==> config.mk <==
export PLATFORM = sky130hd
export DESIGN_NAME = alu_result_fifo
export DESIGN_NICKNAME = d
export VERILOG_FILES = /design/src/rtl/alu_result_fifo.sv
export SDC_FILE = /design/constraint.sdc
export NUM_CORES = 1
export LEC_CHECK = 0
export ABC_AREA = 1
export CAP_MARGIN = 25
export CELL_PAD_IN_SITES_DETAIL_PLACEMENT = 1
export CELL_PAD_IN_SITES_GLOBAL_PLACEMENT = 1
export CORE_MARGIN = 2
export CORE_UTILIZATION = 42
export DETAILED_ROUTE_END_ITERATION = 16
export DONT_BUFFER_PORTS = 1
export PLACE_DENSITY = 0.81
export RECOVER_POWER = 50
export SLEW_MARGIN = 25
export SYNTH_ARGS = -nofsm -noshare
export SYNTH_HDL_FRONTEND = slang
export SYNTH_SLANG_ARGS = --single-unit
==> constraint.sdc <==
create_clock -name clk -period 1.9 [get_ports clk]
set_clock_uncertainty 0.1 [all_clocks]
set_input_delay 0.38 -clock clk [delete_from_list [all_inputs] [get_ports clk]]
set_output_delay 0.38 -clock clk [all_outputs]
set_load 0.01 [all_outputs]
==> src/rtl/alu_result_fifo.sv <==
// Result FIFO behind a 4-bit ALU: buffers {op,y} pairs first-word-fall-through,
// keeps a running sum of accepted results, and supports a flush/drain handshake.
module alu_result_fifo #(
   parameter int DEPTH = 4,
   parameter int ACC_W = 8
) (
   input  logic                     clk,
   input  logic                     rst_n,
   input  logic                     in_valid,
   input  logic [3:0]               in_y,
   input  logic [1:0]               in_op,
   output logic                     in_ready,
   output logic                     out_valid,
   output logic [3:0]               out_y,
   output logic [1:0]               out_op,
   input  logic                     out_ready,
   input  logic                     flush,
   output logic                     flush_done,
   output logic [ACC_W-1:0]         acc,
   output logic [$clog2(DEPTH):0]   count
);

   localparam int AW = $clog2(DEPTH);
   localparam logic [AW:0] FULL_COUNT = (AW+1)'(DEPTH);

   typedef enum logic {
      RUN   = 1'b0,
      DRAIN = 1'b1
   } state_t;

   state_t         state;
   state_t         state_nxt;
   logic [5:0]     mem [DEPTH];
   logic [AW-1:0]  wr_ptr;
   logic [AW-1:0]  rd_ptr;
   logic           push;
   logic           pop;
   logic           empty;
   logic           full;

   assign empty     = (count == '0);
   assign full      = (count == FULL_COUNT);
   assign in_ready  = (state == RUN) && !full;
   assign out_valid = !empty;
   assign push      = in_valid && in_ready;
   assign pop       = out_valid && out_ready;

   // Head is read straight from the array so a fresh entry shows up one cycle after its push.
   assign out_y  = empty ? 4'd0 : mem[rd_ptr][3:0];
   assign out_op = empty ? 2'd0 : mem[rd_ptr][5:4];

   always_comb begin
      state_nxt = state;
      case (state)
         RUN:     if (flush) state_nxt = DRAIN;
         DRAIN:   if (empty) state_nxt = RUN;
         default: state_nxt = RUN;
      endcase
   end

   // NOTE: sequential state uses non-blocking assignments so every register
   // samples the pre-edge values, independent of statement order.
   always_ff @(posedge clk) begin
      if (!rst_n) begin
         state      <= RUN;
         wr_ptr     <= '0;
         rd_ptr     <= '0;
         count      <= '0;
         acc        <= '0;
         flush_done <= 1'b0;
      end else begin
         state      <= state_nxt;
         // Pulses on the single cycle that follows DRAIN seeing an empty FIFO.
         flush_done <= (state == DRAIN) && empty;
         if (push) begin
            wr_ptr <= wr_ptr + AW'(1);
            acc    <= acc + ACC_W'(in_y);
         end
         if (pop) rd_ptr <= rd_ptr + AW'(1);
         case ({push, pop})
            2'b10:   count <= count + 1'b1;
            2'b01:   count <= count - 1'b1;
            default: count <= count;
         endcase
      end
   end

   // NOTE: the storage array is deliberately left out of reset; occupancy
   // gating on the head makes stale contents invisible and keeps it RAM-mappable.
   always_ff @(posedge clk) begin
      if (push) mem[wr_ptr] <= {in_op, in_y};
   end

   a_no_overflow : assert property (@(posedge clk) disable iff (!rst_n) count <= FULL_COUNT);
   a_drain_blocks : assert property (@(posedge clk) disable iff (!rst_n) (state == DRAIN) |-> !in_ready);

endmodule

# Word-level counts from Yosys, hierarchy flattened
# Memory sizes are Yosys's and may differ from the RTL's. A register that Yosys moved wholly into a read port is not among the register bits.
# Index checks and enable logic that the tools add are counted.
# totals
reg_bits,17
mem_bits_rw,24
inputBits,11
out_inout_bits,20
elab_cells,34
memories,1
# op_classes
n_addsub,5
n_eq_ne,3
mux,10
bitwise,1
n_reduce_logical,8
# memory_table
name,depth,width,read_ports,rd_clocked_by_memory_dff,write_ports,line,rtl
mem,4,6,1,1,1,33,logic [5:0] mem [DEPTH];
# ops
cell,count
$add 8x4->8,1
$mux 2,3
$pmux 3 s2,1
$add 2x1->2 const B,2
$logic_and 1x1->1,4
$mux 1,4
$mux 4,1
$add 3x1->3 const B,1
$eq 3x3->1 const B,1
$logic_not 3->1,1
$sub 3x1->3 const B,1
$eq 2x1->1 const B,1
$eq 2x2->1 const B,1
$logic_not 1->1,2
$pmux 1 s2,1
$reduce_bool 2->1,1
$not 1->1,1

# Longest topological paths before layout
# Gate-level depths: netlist of the first run.
# logic_depth
ltp_word,6
depth_mapped,11

# Worst setup path after synthesis of the first run
# OpenSTA, ideal clock, no wires.
# synth_timing
path_type,register to register
startpoint,reg count[0]
endpoint,reg count[2]
arrival_ps,1731
required_time_ps,1678
setup_slack_ps,-53
stages_incl_launch_ff,12
period_less_slack_ps,1953
cell_sequence,dfxtp_1 > nor2_2 > nand2_2 > nand3_4 > buf_6 > ha_1 > inv_1 > fa_1 > a21oi_1 > o21ai_0 > o21ai_0 > a21oi_1
# synth_between
elab_chain_cells,6
# synth_rtl
element,line,rtl
from (decl),20,output logic [$clog2(DEPTH):0] count
from (signal assigned),81,2'b10: count <= count + 1'b1;
from (signal assigned),82,2'b01: count <= count - 1'b1;
from (signal assigned),83,default: count <= count;
$eq 3x3->1,42,assign full = (count == FULL_COUNT);
$logic_not 1->1,43,assign in_ready = (state == RUN) && !full;
$logic_and 1x1->1,43,
$logic_and 1x1->1,45,assign push = in_valid && in_ready;
$eq 2x1->1 / $eq 2x2->1 (equally long branches),80,"case ({push, pop})"
$pmux 3 s2 / $reduce_bool 2->1 (equally long branches),n/a,
# Several ways; a longest one is shown, not always the timed one.
# A chain may end at the register's enable or synchronous reset.

# Worst setup path after layout of the first run
# layout_timing
startpoint,reg count[1]
endpoint,reg count[2]
# Same word-level chain as after synthesis.

==> run_results.csv, run 1 <==
group,metric,value,unit
detailed_routing,wl_met1,1830,um
worst_hold_path,hold_depth,0,
worst_setup_path,regToRegSetupSlack,0.04,ns
clock_tree,cts_tree,"yes",
detailed_routing,top_layer_used,"met4",
worst_setup_path,reg2reg_depth,10,
worst_setup_path,critPathSlowestCell,"fa_2",
grt,grt_use_total,18.4,%
detailed_routing,ant_nets,0,
detailed_routing,drt_iter0_drc,40,
detailed_routing,route.met3.wl,261,um
grt,antenna_found_initial,0,
clock_tree,path_clk_slew,0.08,ns
detailed_routing,drc,0,
final_layout,final_area,0.00229,mm2
final_layout,final_cell_count_no_fill,279,
sta,final.period_utilization,97.9,%
yosys,netlist_top_cells_count,"nor2_1 (42), edfxtp_1 (24), inv_1 (24), nand2_1 (24), a21oi_1 (20)",
clock_tree,clk-insertion-delay-late,0.29,ns
final_layout,antenna-diode-count,0,
die,initial_utilization,44.2,%
yosys,synth_cell_type_count,25,
die,row_count,24,
yosys,syn-num-nets,229,
sta,rsz0062_at_grt,"true",
grt,grt_pass1_vias,1495,
clock_tree,htreeDepth,2,
yosys,yosys-top-cells-area,"edfxtp_1 (37%), dfxtp_1 (20%), nor2_1 (8.1%), ha_1 (5.8%), a21oi_1 (5.1%)",
yosys,yosysWarnings,0,
die,die_w,72.1,um
worst_setup_path,critPathLaunchType,"flop",
worst_setup_path,cp-end-kind,"flop",
yosys,yosysTopAreaCell,"edfxtp_1",
power_and_ir_drop,total_power,3.04,mW
worst_hold_path,hold_class,"input pin to flop",
power_and_ir_drop,power.density,1330,mW/mm2
final_layout,layout.nets,248,
grt,grt_overflow,0,
sta,min_period,1.86,ns
sta,setup_tns,0,ns
die,fp.coreArea,0.00441,mm2
detailed_routing,detail_route.vias_per_cell,5.14,
sta,fmax,538,MHz
sta,drv_slew,0,
detailed_routing,wl_met2,2390,um
detailed_routing,via_count,1434,
final_layout,drive_above_1_share,23.8,%
yosys,ys_ff_latch,43,
power_and_ir_drop,max-vdd-ir-drop,0.952,mV
yosys,syn_area_per_cell,9.42,um2
detailed_routing,firstDrtPassIters,4,
worst_setup_path,required,1.99,ns
die,io_pins,31,
sta,worstMarginPinSlew,0.285,ns
yosys,synth.most_common_cell,"nor2_1",
place,hpwl,3190,um
yosys,synth_top_area_share,37.0,%
clock_tree,clockBufferDepth,2,
worst_setup_path,crit_arrival,1.95,ns
flow_run,drv_cap,0,
sta,maxSlewHeadroom,81.0,%
worst_setup_path,slowest_delay,0.38,ns
grt,grt_pass1_wl,7080,um
yosys,synth-edff-count,24,
die,die_area,0.00520,mm2
worst_setup_path,rr_startpoint,"count[1]",
final_layout,area_growth,17.6,%
worst_setup_path,worstReg2RegEnd,"count[2]",
clock_tree,cts_buffers,5,
place,pre_cts_ws,0.00530,ns
yosys,seq_area_frac_synth,56.5,%
detailed_routing,wl_per_cell,16.2,um
place,place_inst,266,
worst_hold_path,min_from,"in_y[3]",
sta,setup_viol,0,
die,die_y,72.1,um
yosys,async_flop_share,0,%
clock_tree,cts_root_buffer,"clkbuf_8",
grt,grt_max_degree,15,
place,io_buffers,0,
place,place.gp.congestion,0.795,
place,placed_cell_area,0.00208,mm2
power_and_ir_drop,leakage,0.889,nW
worst_setup_path,cp_cell_sequence,"nor2_4, nand2_2, nand3_4, ha_2, inv_2, fa_2, a21oi_2, o21ai_2, o21ai_1, a21oi_1",
sta,fin_ws,0.0402,ns
worst_setup_path,path_class,"flop to flop",
status,outcome,"finished, final reports clean",
detailed_routing,totalWireLength,4520,um
clock_tree,clock_sinks,43,
clock_tree,cts.hold.buffers_added,0,
yosys,netlist_area,0.00195,mm2
yosys,synthFlopType,"edfxtp_1",
worst_setup_path,crit_path_max_fanout,3,
yosys,syn_inst,207,
sta,hold_violations,0,
worst_hold_path,hold_path_end,"mem[1][3]",
==> through the flow <==
step / util [%] / hold slack (ns)
finish: 51.9 / 0.0770
global route: 51.9 / 0.0556
CTS: 49.0 / 0.0711
detailed placement: 47.1 / 0.366
global placement: 47.1 / 0.350
floorplan: - / 0.333
==> cell type report <==
type,instances,area (um2)
Clock buffer,5,68.8
Clock inverter,3,15.0
Fill cell,508,2120
Inverter,25,101
Multi-Input combinational cell,135,800
Sequential cell,43,1110
Tap cell,52,65.1
Timing Repair Buffer,15,125
Timing Repair inverter,1,7.51
==> power breakdown <==
part / switching (mW) / total (mW) / internal (mW)
clock network: 0.304 / 0.556 / 0.252
logic: 0.735 / 1.23 / 0.498
registers: 0.126 / 1.25 / 1.13
total: 1.17 / 3.04 / 1.88
==> cells in the final DEF, fill, tap and decap left out, types with 6 or more instances in the layout <==
cell type and instances:
ha_1 8, buf_4 14, edfxtp_1 24, o21ai_0 6
dfxtp_1 14, nand2_1 23, a21oi_1 13, inv_1 19
nor2_1 42, o21ai_1 13
==> timing repair <==
action | 4_1_cts | 5_1_grt
setup buffers | 0 | 4
setup endpoints to repair | 7 | 9
pin swaps | 0 | 3
resized for setup | 2 | 31
cloned | 0 | 1
==> flip-flops by register name (all words and copies together), names as in the netlist, named ones only <==
register,count
count,3
acc,8
mem,24
flush_done,1
wr_ptr,2
rd_ptr,2
state,1
==> worst max-delay path by stage <==
stage	start	end	slack, ns	depth (start not counted)
detailed placement	count[2]	count[2]	0.005	11
CTS	flop	out_y[3]	-0.02	3
finish	count[1]	count[2]	0.04	10
floorplan	count[1]	count[2]	0.0007	11
global placement	count[2]	count[2]	0.09	11
global route	count[1]	count[2]	-0.09	10
==> worst max-delay path, delay by kind of cell, from the launching register on <==
family / cells / cell delay, ns
AOI/OAI and AO/OA: 4 / 0.41
adders and majority gates: 2 / 0.55
DFF: 1 / 0.34
and+or+nand+nor: 3 / 0.28
buffers and inverters: 1 / 0.06
==> logic make-up after synthesis <==
logic type	share of synthesized area, %
flops	56.5
fa+ha+maj	7.83
xor+xnor	0.899
buf+inv	6.23
compound gates	10.7
simple gates	17.9
==> metal layers <==
metal	track usage, %	vias up
li1	-	712
met3	6.11	4
met5	0	-
met1	20.5	688
met2	33.2	30
met4	5.03	0
(Power assumes the default switching activity.)
==> run 2: changes to the inputs <==
- CTS_CLUSTER_SIZE: unset -> 28
==> results of run 2 <==
Same layout as run 1: the final DEF is identical, and so are final timing and power.
==> run 3: changes to the inputs <==
- GPL_TIMING_DRIVEN: unset -> 0
==> run 3 against run 2 <==
  * Cell area decreased by 4.8%
  * Critical path depth unchanged
  * Via count down 3.7%
  * Count of clock-buffer cells in the layout increased by 1
  * Combinational power shrank 23%
  * First-iteration DRC count fell by 35%
  * Non-clock buffer count is 10 lower
  * Worst hold slack worse by 0.0047 ns
  * Cell count fell by 3.9%
==> run_results.csv, run 3 (synthesized netlist as in run 1, its figures left out) <==
group,metric,value,unit
die,io_pins,31,
final_layout,layout_common_cells,"nor2_1 (41), edfxtp_1 (24), nand2_1 (23), inv_1 (20), a21oi_1 (15)",
detailed_routing,ant_nets,0,
power_and_ir_drop,p_int,1.71,mW
final_layout,layout.nets,237,
power_and_ir_drop,sequentialPowerShare,45.5,%
worst_setup_path,critPathLaunchType,"flop",
detailed_routing,drc,0,
clock_tree,clk-insertion-delay-late,0.30,ns
die,die_w,72.1,um
worst_setup_path,cp-end-kind,"flop",
power_and_ir_drop,leakage,0.833,nW
place,io_buffers,0,
clock_tree,clockBufferDepth,2,
grt,grt_pass1_wl,6890,um
detailed_routing,totalWireLength,4220,um
final_layout,reg.largest.list,"mem (24), acc (8), count (3)",
die,die_area,0.00520,mm2
sta,rsz0062_at_grt,"true",
place,place.gp.congestion,0.779,
grt,antenna_found_initial,0,
detailed_routing,detail_route.vias_per_cell,5.15,
flow_run,drv_cap,0,
grt,grt_overflow,0,
worst_setup_path,startpoint,"count[0]",
detailed_routing,wl_per_cell,15.8,um
final_layout,top_register,"mem",
worst_setup_path,crit_path_max_fanout,3,
die,row_count,24,
sta,maxSlewHeadroom,58.2,%
worst_setup_path,reg2reg_depth,10,
clock_tree,cts.hold.buffers_added,0,
status,outcome,"finished, final reports clean",
sta,setup_viol,0,
power_and_ir_drop,clkPwrFrac,20.6,%
power_and_ir_drop,max-vdd-ir-drop,0.919,mV
sta,min_period,1.83,ns
grt,grt_pass1_vias,1522,
sta,drv_slew,0,
die,fp.coreArea,0.00441,mm2
sta,final.period_utilization,96.6,%
worst_setup_path,required,1.99,ns
clock_tree,cts_buffers,5,
final_layout,drive_above_1_share,18.5,%
final_layout,area_growth,11.9,%
worst_setup_path,crit_end,"count[2]",
final_layout,final_util,49.4,%
worst_hold_path,hold_class,"input pin to flop",
worst_setup_path,rr_startpoint,"count[0]",
final_layout,largest_reg_flops,24,
final_layout,antenna-diode-count,0,
clock_tree,htreeDepth,2,
worst_setup_path,path_class,"flop to flop",
place,hpwl,3100,um
worst_hold_path,hold_depth,0,
detailed_routing,firstDrtPassIters,4,
detailed_routing,drt_iter0_drc,26,
sta,fmax,545,MHz
detailed_routing,via_count,1381,
grt,grt_max_degree,14,
worst_hold_path,min_from,"in_y[0]",
sta,fin_hold_ws,0.0723,ns
worst_setup_path,crit_arrival,1.93,ns
final_layout,nFillCells,512,
grt,grt_use_total,18.0,%
clock_tree,cts_root_buffer,"clkbuf_8",
worst_setup_path,worstReg2RegEnd,"count[2]",
final_layout,layout_commonest_cell,"nor2_1",
power_and_ir_drop,sw_frac_of_total,38.5,%
clock_tree,cts_tree,"yes",
clock_tree,clock_sinks,43,
clock_tree,path_clk_slew,0.08,ns
die,die_y,72.1,um
die,initial_utilization,44.2,%
sta,worstMarginPinSlew,0.625,ns
power_and_ir_drop,p_switching,1.07,mW
power_and_ir_drop,power.density,1280,mW/mm2
power_and_ir_drop,power_frac_comb,33.9,%
sta,hold_violations,0,
worst_setup_path,regToRegSetupSlack,0.07,ns
[run 3: cell count changes in the layout (fill, tap and decap cells not counted), moves of 4 or more]
cell	change
buf_4	-12
o21ai_0	+8
o21ai_1	-8
a21oi_4	-4
[run 3: how the worst min path moves through the flow]
stage / end
after floorplan: flop
after global placement: rd_ptr[1]
after detailed placement: rd_ptr[1]
after CTS: mem[0][0]
after global routing: mem[0][0]
final: mem[0][0]
[run 3: layout make-up]
type	count	area, um2	area share (%)
Buffer	3	21.3	0.975
Clock buffer	6	72.6	3.33
Clock inverter	2	12.5	0.573
Inverter	25	96.3	4.42
Multi-Input combinational cell	135	785	36.0
Sequential cell	43	1110	51.1
Tap cell	52	65.1	2.98
Timing Repair Buffer	2	15.0	0.688
[run 3: routing by layer]
layer / up-vias / global-route usage, % / wire length, um / part of all wire (%)
li1: 691 / - / - / -
met1: 652 / 19.3 / 1700 / 40
met2: 33 / 33.3 / 2210 / 52
met3: 5 / 6.25 / 266 / 6.3
met4: 0 / 5.03 / 40 / 0.95
met5: - / 0 / 0 / 0
[run 3: power by group through the flow]
| stage | Clock (mW) | Sequential [mW] | Combinational (mW) |
|---|---|---|---|
| 2_1_floorplan | 0 | 1.24 | 0.642 |
| 3_5_place_dp | 0 | 1.27 | 0.823 |
| 6_report | 0.574 | 1.27 | 0.944 |
| 4_1_cts | 0.583 | 1.26 | 0.856 |
| 3_3_place_gp | 0 | 1.26 | 0.786 |
| 5_1_grt | 0.617 | 1.29 | 1.07 |
[run 3: timing repair]
item | CTS | global route
cloned | 0 | 0
endpoints found under the setup margin | 8 | 14
setup buffers | 1 | 1
pin swaps | 2 | 9
resized for setup | 10 | 17
[run 3: critical path: stages, from the launching register on]
cell and delay (ns):
dfxtp_4 0.37, nor2_4 0.15, nand2_2 0.09, nand3_4 0.08, ha_4 0.14, inv_4 0.03
fa_2 0.36, a21oi_2 0.14, o21ai_2 0.07, o21ai_1 0.13, a21oi_1 0.05
[run 3: metrics by stage]
stage | setup WS [ns] | instance area (um2) | instances | power, mW | TNS (ns)
floorplan | 0.000657 | 1960 | 207 | 1.88 | 0
global placement | -0.110 | 2020 | 259 | 2.05 | -0.130
detailed placement | -0.191 | 2020 | 259 | 2.09 | -0.258
CTS | -0.0119 | 2120 | 267 | 2.70 | -0.0119
global route | -0.0687 | 2180 | 268 | 2.97 | -0.0687
finish | 0.0654 | 2180 | 268 | 2.78 | 0
